$ cat config.mk
export PLATFORM = sky130hd
export DESIGN_NAME = driver_valvulas
export DESIGN_NICKNAME = d
export VERILOG_FILES = /design/src/rtl/driver_valvulas_pkg.sv /design/src/rtl/driver_valvulas_canal_valvula.sv /design/src/rtl/driver_valvulas.sv
export SDC_FILE = /design/constraint.sdc
export NUM_CORES = 1
export LEC_CHECK = 0
export CAP_MARGIN = 20
export CORE_MARGIN = 5
export CORE_UTILIZATION = 41
export DETAILED_ROUTE_END_ITERATION = 6
export GPL_TIMING_DRIVEN = 0
export PLACE_DENSITY = 0.63
export SLEW_MARGIN = 10
export SYNTH_ARGS = -nofsm -noshare
export SYNTH_HDL_FRONTEND = slang
export SYNTH_SLANG_ARGS = --single-unit
$ cat constraint.sdc
create_clock -name clk -period 3.26 [get_ports clk]
set_input_delay 0.326 -clock clk [delete_from_list [all_inputs] [get_ports clk]]
set_output_delay 0.326 -clock clk [all_outputs]
set_load 0.005 [all_outputs]
$ cat src/rtl/driver_valvulas_pkg.sv
// rtl/driver_valvulas_pkg.sv - channel state encoding and default timing for the valve driver
package pkg_irrigacao;

    typedef enum logic [2:0] {
        FECHADO  = 3'd0,
        ABRINDO  = 3'd1,
        ABERTO   = 3'd2,
        FECHANDO = 3'd3,
        FALHA    = 3'd4
    } estado_t;

    localparam int W_PADRAO         = 8;
    localparam int T_MIN_ON_PADRAO  = 20;
    localparam int T_MIN_OFF_PADRAO = 20;
    localparam int T_CURSO_PADRAO   = 10;

endpackage

$ cat src/rtl/driver_valvulas_canal_valvula.sv
// rtl/driver_valvulas_canal_valvula.sv - one valve channel: dwell-timed FSM with travel timeout
module canal_valvula
    import pkg_irrigacao::*;
#(
    parameter int W         = W_PADRAO,
    parameter int T_MIN_ON  = T_MIN_ON_PADRAO,
    parameter int T_MIN_OFF = T_MIN_OFF_PADRAO,
    parameter int T_CURSO   = T_CURSO_PADRAO
) (
    input  logic clk,
    input  logic rest,
    input  logic req,
    input  logic inhibit,
    input  logic permit,
    input  logic FB,
    output logic COIL,
    output logic aberto,
    output logic fechado,
    output logic falha,
    output logic pronto
);

    localparam logic [W-1:0] MIN_ON  = W'(T_MIN_ON);
    localparam logic [W-1:0] MIN_OFF = W'(T_MIN_OFF);
    localparam logic [W-1:0] CURSO   = W'(T_CURSO);

    estado_t      estado;
    logic [W-1:0] on_cnt;
    logic [W-1:0] off_cnt;
    logic [W-1:0] trav_cnt;

    function automatic logic [W-1:0] sat_inc(input logic [W-1:0] v);
        return (&v) ? v : v + 1'b1;
    endfunction

    assign fechado = (estado == FECHADO);
    assign falha   = (estado == FALHA);
    assign pronto  = fechado && (off_cnt >= MIN_OFF);

    // aberto is set only while the channel stays open across an edge, so the
    // pump rises one cycle after ABERTO is entered and falls on the leaving edge.
    always_ff @(posedge clk) begin
        if (rest) begin
            estado   <= FECHADO;
            COIL     <= 1'b0;
            aberto   <= 1'b0;
            on_cnt   <= '0;
            off_cnt  <= MIN_OFF;
            trav_cnt <= '0;
        end else begin
            case (estado)
                FECHADO: begin
                    off_cnt <= sat_inc(off_cnt);
                    if (req && !inhibit && permit && pronto) begin
                        estado   <= ABRINDO;
                        trav_cnt <= '0;
                        COIL     <= 1'b1;
                    end
                end
                ABRINDO: begin
                    trav_cnt <= sat_inc(trav_cnt);
                    if (inhibit) begin
                        estado   <= FECHANDO;
                        trav_cnt <= '0;
                        COIL     <= 1'b0;
                    end else if (FB) begin
                        estado <= ABERTO;
                        on_cnt <= '0;
                    end else if (trav_cnt >= CURSO) begin
                        estado <= FALHA;
                        COIL   <= 1'b0;
                    end
                end
                ABERTO: begin
                    on_cnt <= sat_inc(on_cnt);
                    if (inhibit || (!req && on_cnt >= MIN_ON)) begin
                        estado   <= FECHANDO;
                        trav_cnt <= '0;
                        COIL     <= 1'b0;
                        aberto   <= 1'b0;
                    end else begin
                        aberto <= 1'b1;
                    end
                end
                FECHANDO: begin
                    trav_cnt <= sat_inc(trav_cnt);
                    if (!FB) begin
                        estado  <= FECHADO;
                        off_cnt <= '0;
                    end else if (trav_cnt >= CURSO) begin
                        estado <= FALHA;
                    end
                end
                FALHA: begin
                    COIL   <= 1'b0;
                    aberto <= 1'b0;
                end
                default: begin
                    estado  <= FECHADO;
                    COIL    <= 1'b0;
                    aberto  <= 1'b0;
                    off_cnt <= '0;
                end
            endcase
        end
    end

endmodule

$ cat src/rtl/driver_valvulas.sv
// rtl/driver_valvulas.sv - valve/pump driver: three channels plus inhibit decode, interlock and pump
module driver_valvulas
    import pkg_irrigacao::*;
#(
    parameter int W         = W_PADRAO,
    parameter int T_MIN_ON  = T_MIN_ON_PADRAO,
    parameter int T_MIN_OFF = T_MIN_OFF_PADRAO,
    parameter int T_CURSO   = T_CURSO_PADRAO
) (
    input  logic       clk,
    input  logic       rest,
    input  logic       Vs,
    input  logic       Bs,
    input  logic       Ve,
    input  logic       Erro,
    input  logic       Vazio,
    input  logic       H,
    input  logic       FB_VS,
    input  logic       FB_BS,
    input  logic       FB_VE,
    output logic       COIL_VS,
    output logic       COIL_BS,
    output logic       COIL_VE,
    output logic       BOMBA,
    output logic [2:0] Falha
);

    logic inh_saida;
    logic inh_entrada;
    logic permit_vs;
    logic permit_bs;

    logic vs_aberto, vs_fechado, vs_falha, vs_pronto;
    logic bs_aberto, bs_fechado, bs_falha, bs_pronto;
    logic ve_aberto, ve_fechado, ve_falha, ve_pronto;
    logic sinais_unused;

    assign inh_saida   = Erro | Vazio;
    assign inh_entrada = Erro | H;

    // Sprinkler and drip share the pump line; on a simultaneous start the sprinkler wins.
    assign permit_vs = bs_fechado | bs_falha;
    assign permit_bs = (vs_fechado | vs_falha) && !(Vs && !inh_saida && vs_pronto);

    canal_valvula #(.W(W), .T_MIN_ON(T_MIN_ON), .T_MIN_OFF(T_MIN_OFF), .T_CURSO(T_CURSO)) u_vs (
        .clk     (clk),
        .rest    (rest),
        .req     (Vs),
        .inhibit (inh_saida),
        .permit  (permit_vs),
        .FB      (FB_VS),
        .COIL    (COIL_VS),
        .aberto  (vs_aberto),
        .fechado (vs_fechado),
        .falha   (vs_falha),
        .pronto  (vs_pronto)
    );

    canal_valvula #(.W(W), .T_MIN_ON(T_MIN_ON), .T_MIN_OFF(T_MIN_OFF), .T_CURSO(T_CURSO)) u_bs (
        .clk     (clk),
        .rest    (rest),
        .req     (Bs),
        .inhibit (inh_saida),
        .permit  (permit_bs),
        .FB      (FB_BS),
        .COIL    (COIL_BS),
        .aberto  (bs_aberto),
        .fechado (bs_fechado),
        .falha   (bs_falha),
        .pronto  (bs_pronto)
    );

    canal_valvula #(.W(W), .T_MIN_ON(T_MIN_ON), .T_MIN_OFF(T_MIN_OFF), .T_CURSO(T_CURSO)) u_ve (
        .clk     (clk),
        .rest    (rest),
        .req     (Ve),
        .inhibit (inh_entrada),
        .permit  (1'b1),
        .FB      (FB_VE),
        .COIL    (COIL_VE),
        .aberto  (ve_aberto),
        .fechado (ve_fechado),
        .falha   (ve_falha),
        .pronto  (ve_pronto)
    );

    // Both terms are flops and the interlock keeps them from being high together.
    assign BOMBA = vs_aberto | bs_aberto;
    assign Falha = {ve_falha, bs_falha, vs_falha};

    assign sinais_unused = &{1'b0, ve_aberto, ve_fechado, ve_pronto, bs_pronto};

endmodule

Yosys cells after proc, flatten, opt, wreduce, memory -nomap -nowiden. Cells that the tools add are included.

Bits in latches: 0. Memories kept: 0. Register bits: 86. Memory bits (writable): 0. ROM bits: 0.

Div/mod/pow operators: 0. $lt $le $gt $ge: 9. $mul: 0. Shifts and indexed selects: 0. Reduce and logical (&&, ||, !) cells: 63. Equal/unequal tests: 39. Add/sub/neg operators: 9. Bitwise operators: 14. Muxes and demuxes: 79.

Operators with widths (count): 2-to-1 mux 8 bit (27); case mux 8 bit (4 select lines) (3); adder 8 x 1 -> 8 bit (second input constant) (9); case mux 8 bit (3 select lines) (3); AND reduction 8 bit (9); 2-to-1 mux 3 bit (18); greater-or-equal comparator 8 x 5 -> 1 bit (second input constant) (6); case mux 8 bit (2 select lines) (3); case mux 3 bit (5 select lines) (3); != test 2 bit (second input constant) (17); AND reduction 3 bit (9); greater-or-equal comparator 8 x 4 -> 1 bit (second input constant) (3); == test 3 x 2 -> 1 bit (second input constant) (6); 2-to-1 mux 1 bit (17); logical AND 1 bit (16); AND reduction 5 bit (3); OR reduction 3 bit (5); case mux 1 bit (4 select lines) (3); AND reduction 4 bit (3); nonzero test 4 bit (3); == test 3 x 1 -> 1 bit (second input constant) (3); == test 3 bit (second input constant) (3); logical NOT 3 bit (3); != test 3 x 1 -> 1 bit (second input constant) (3); other kinds (8) (35).

Logic depth before layout (Yosys ltp).
Depth in word-level cells: 10. Gate-level depth with buffers: 7. Depth with buffers taken out: 7.

Hierarchy. From an unflattened synthesis, not the netlist that was laid out.

Cells, all modules: 618. Area total of the unflattened synthesis: 5097.4 sq um.

By module, submodules not included: canal_valvula at u_bs ... (area an instance 1681.6 sq um, seq. area each 580.6 sq um, cells an instance 204, instances 2); canal_valvula at u_vs (area an instance 1667.8 sq um, seq. area each 580.6 sq um, cells an instance 200, instances 1); driver_valvulas (area an instance 66.3 sq um, seq. area each 0.0 sq um, cells an instance 10, instances 1).

Worst setup path before layout. OpenSTA, ideal clock, no wires.

Kind: register to register. Start point: register u_vs.off_cnt[0]. End point: register u_vs.off_cnt[7]. Setup slack: 1.413 ns. Stages on the path, launching flop included: 7. Period minus slack after synthesis: 1.847 ns. Buffers on the path: 0. Arrival: 1.724 ns. Cells stage by stage: dfxtp_1 ha_1 and3_1 and3_1 a211oi_2 and4_1 mux2_1.

Longest elaborated chain between the ends: 3. Elaborated cells on any way between the ends: 6. Classes of those cells: add/sub (1); eq/ne (1); mux (2); reduce/logical (2).

Ends and longest elaborated chain: start: declaration (line driver_valvulas_canal_valvula.sv:29) `logic [W-1:0] off_cnt;`; start signal: assignment (line driver_valvulas_canal_valvula.sv:53) `off_cnt <= sat_inc(off_cnt);`; adder 8 x 1 -> 8 bit / AND reduction 8 bit (equally long branches) (line driver_valvulas_canal_valvula.sv:33) `return (&v) ? v : v + 1'b1;`; 2-to-1 mux 8 bit / != test 2 bit (equally long branches); case mux 8 bit (3 select lines) / AND reduction 3 bit (equally long branches).

Several ways; a longest one is shown, not always the timed one. The select of a mux whose other input is x is not followed. A chain may end at the register's enable or synchronous reset.

Worst setup path after layout.
Start point: register u_vs.estado[2]. End point: output Falha[0].

Longest elaborated chain between the ends: 1.

Ends and longest elaborated chain: start: declaration (line driver_valvulas_canal_valvula.sv:27) `estado_t estado;`; start signal: assignment (line driver_valvulas_canal_valvula.sv:44) `estado <= FECHADO;`; start signal: assignment (line driver_valvulas_canal_valvula.sv:55) `estado <= ABRINDO;`; start signal: assignment (line driver_valvulas_canal_valvula.sv:63) `estado <= FECHANDO;`; == test 3 bit (line driver_valvulas_canal_valvula.sv:37) `assign falha = (estado == FALHA);`; end: declaration (line driver_valvulas.sv:25) `output logic [2:0] Falha`.

No other way between the ends.

==> metrics.txt <==
# port buffers=15; Die Ht=around 120 um; Post-synth EDFFs=0; initial antenna violation count=0; critical-path cell list=clkbuf_1 > inv_1 > nor3_1 > buf_4 > clkdlybuf4s50_1; post-synth cell types=72; Max H-tree Level=3; ANT cells=0; # setup viols final=0; share of the synthesized area in the top cell type=0.3363; Worst-Skew Late Latency=between 0.3 and 0.4 ns; nets=just under 700; first-pass GRT wire length=between 20 and 25 mm; clock root buffer master=clkbuf_16; Post-Syn Instances=627; number of DRC markers in iteration 0=247; Switching Share=0.3119; Setup CP Type=flop to output port; Tot Pwr=about 3.2 mW; period utilisation layout=0.7743; Die ar.=~15,000 um2; layout cell share with drive strength beyond 1=0.08663; initial core utilization=0.4226; gr usage total=0.1681; Vias per Instance=5.631; Worst Skew=0.005423 ns; final hold slack=0.5020 ns; Pint=between 2 and 2.5 mW; minimum clock period=between 2 and 3 ns; number of global-route vias before repair=about 4,300; CP Capture Type=output port; Inserted Clock Buffers=9; chip width=121.7 um; # DRC=0; outcome=finished clean; Rows=40; Reg power frac=0.390; CP Launch Type=flop; Core Area=around 12,000 um2; cell family with most CP delay=buffers and inverters; Final ANT Viol Nets=0; Clock transition at path regs=around 0.060 ns; CP max stage cell=clkdlybuf4s50_1; Placer Congestion=a little over 0.8; CTS tree=built; WP data required=between 2 and 3 ns; routed vias=4,651; post-cts sizing count=0; Congestion Overflow GR=0; #FFs+latches synth=86; Area growth syn-to-layout=13.84%; leak pwr=around 2.1 nW; Async SR Flop Fraction=0; Clk pwr share=0.375; worst min-delay path category=flop to flop; Max FO, Critical Path=10; placed instance area=approximately 5500 um2; YS warnings=0; Netlist Area Pre-Place=5119 um2; mean routed wirelength per cell=about 14 um; Net Sw Power=around 1 mW; Worst IR Drop VDD=around 0.00029 V; Synth Area per Inst=8.164 um2; ys flop type=dfxtp_1; top post-synthesis cells by area=dfxtp_1 (34%), nor2_1 (4.5%), ha_1 (4.4%); Logic pwr share=0.235; top cells by count, synth=dfxtp_1 (86), nor2_1 (61), nand2_1 (46); Fin. Hold Viols=0; I/O pin count=18; worst-margin pin slew=between 0.7 and 0.8 ns; first-pass iteration count of the detailed router=4; CP bufs+invs=4; Clock Sinks=86; Worst path max stage delay=roughly 0.49 ns; total of max-cap violations=0; RSZ-0062 raised after global routing=false; most frequent cell after synthesis=dfxtp_1; largest net degree at the start of global routing=15; critical path data arrival time=about 2.2 ns; post-CTS setup repair buffer count=0; final instance area=between 5000 and 6000 um2; Post-Route WL=between 10 and 15 mm; Max clock buf depth=2; total power per unit cell area=550.3 nW/um2; Slew HR=0.5076; final slew viol count=0; Mapped Nets=roughly 660; CTS Hold Bufs=0; Detailed Place HPWL=8.534 mm; sequential share of the synthesized area=0.3363; accumulated negative setup slack=0 ns; leading area contributor after synthesis=dfxtp_1; Peak Freq=roughly 400 MHz
-- metal layers --
metal  up-vias  GRT usage  wire (um)  part of all wire
met5         -          0          0                 0
met4         0    0.05532        142             0.012
met3        13    0.04225        406             0.034
met2        68     0.2781       5668              0.48
met1      2213     0.2142       5577              0.47
li1       2357          -          -                 -
-- per-stage QoR --
| step | std cells | util | worst slack, ns |
|---|---|---|---|
| final | 826 | 0.4811 | 0.7357 |
| after global routing | 826 | 0.4811 | 0.5360 |
| after CTS | 826 | 0.4811 | 0.7068 |
| after detailed placement | 810 | 0.4524 | 0.5856 |
| after global placement | 810 | 0.4524 | 0.6166 |
| after floorplan | 627 | - | 1.413 |
-- path summary, 6_finish.rpt --
kind              slack [ns]             start  cells after the start                to
setup reg to reg        1.05   u_vs.off_cnt[2]                      5    u_bs.estado[0]
hold reg to reg         0.50  u_vs.trav_cnt[4]                      2  u_vs.trav_cnt[4]
hold / removal          0.50  u_vs.trav_cnt[4]                      2  u_vs.trav_cnt[4]
setup / recovery        0.74    u_vs.estado[2]                      5          Falha[0]
-- area by class of cell --
cell class	count	area [um2]
plain buffers	30	156.4
clock buffers	10	239.0
clock inverters	6	108.9
fillers	1175	6285
inverters	30	112.6
multi-input cells	481	3128
flip-flops and latches	86	1722
well taps	168	210.2
repair buffers	15	150.1
-- state kept, by name (all words and copies together), names as in the netlist --
| register | count |
|---|---|
| u_vs.on_cnt | 8 |
| u_ve.estado | 3 |
| u_vs.off_cnt | 8 |
| u_bs.trav_cnt | 8 |
| u_bs.on_cnt | 8 |
| u_ve.on_cnt | 8 |
| u_vs.estado | 3 |
| u_vs.COIL | 1 |
| u_bs.COIL | 1 |
| u_vs.trav_cnt | 8 |
| u_ve.trav_cnt | 8 |
| u_bs.aberto | 1 |
| u_bs.estado | 3 |
| u_ve.off_cnt | 8 |
| u_ve.COIL | 1 |
| u_vs.aberto | 1 |
| u_bs.off_cnt | 8 |
-- worst register-to-register path, delay by kind of cell, from the launching register on --
family             cells  cell delay, ns
and+or+nand+nor        1            0.28
AOI/OAI and AO/OA      4            1.53
DFF                    1            0.35
-- cells by family (layout without fill, tap and decap cells) --
family,count (synthesis),count (layout),synth area share
AND/OR/NAND/NOR,248,248,0.2491
AO/OA/AOI/OAI,176,176,0.2488
flip-flops,86,86,0.3363
buffers and inverters,60,91,0.05255
XOR/XNOR,31,31,0.05304
multiplexers,8,8,0.01613
adder cells (fa/ha/maj),18,18,0.04400
-- layout by cell type (no fill, tap or decap), drive strengths merged, types with 4 or more instances in the layout --
master         count
a21oi             39
or4                5
a311oi             4
a21o               6
mux2i              6
clkbuf            26
clkdlybuf4s50     15
xnor2             17
o21ai             32
or2                6
or3               11
and4               7
nand3b             4
nor3              24
nor4               5
o21a               8
nand2b             8
dfxtp             86
o31ai              8
o2111ai            8
inv               30
nand3             35
xor2              14
nand2             46
ha                18
and3              15
a211oi            28
nand4              8
nor2              62
a31oi              8
buf               14
-- power by group through the flow --
stage                     clock, mW  combinational [mW]  sequential, mW
after floorplan                   0               0.576            1.25
after global placement            0               0.726            1.27
after detailed placement          0               0.748            1.27
after CTS                      1.24               0.753            1.25
after global routing           1.28               0.846            1.27
final                          1.20               0.753            1.25
Note: power is estimated with default switching activity, not from simulation.
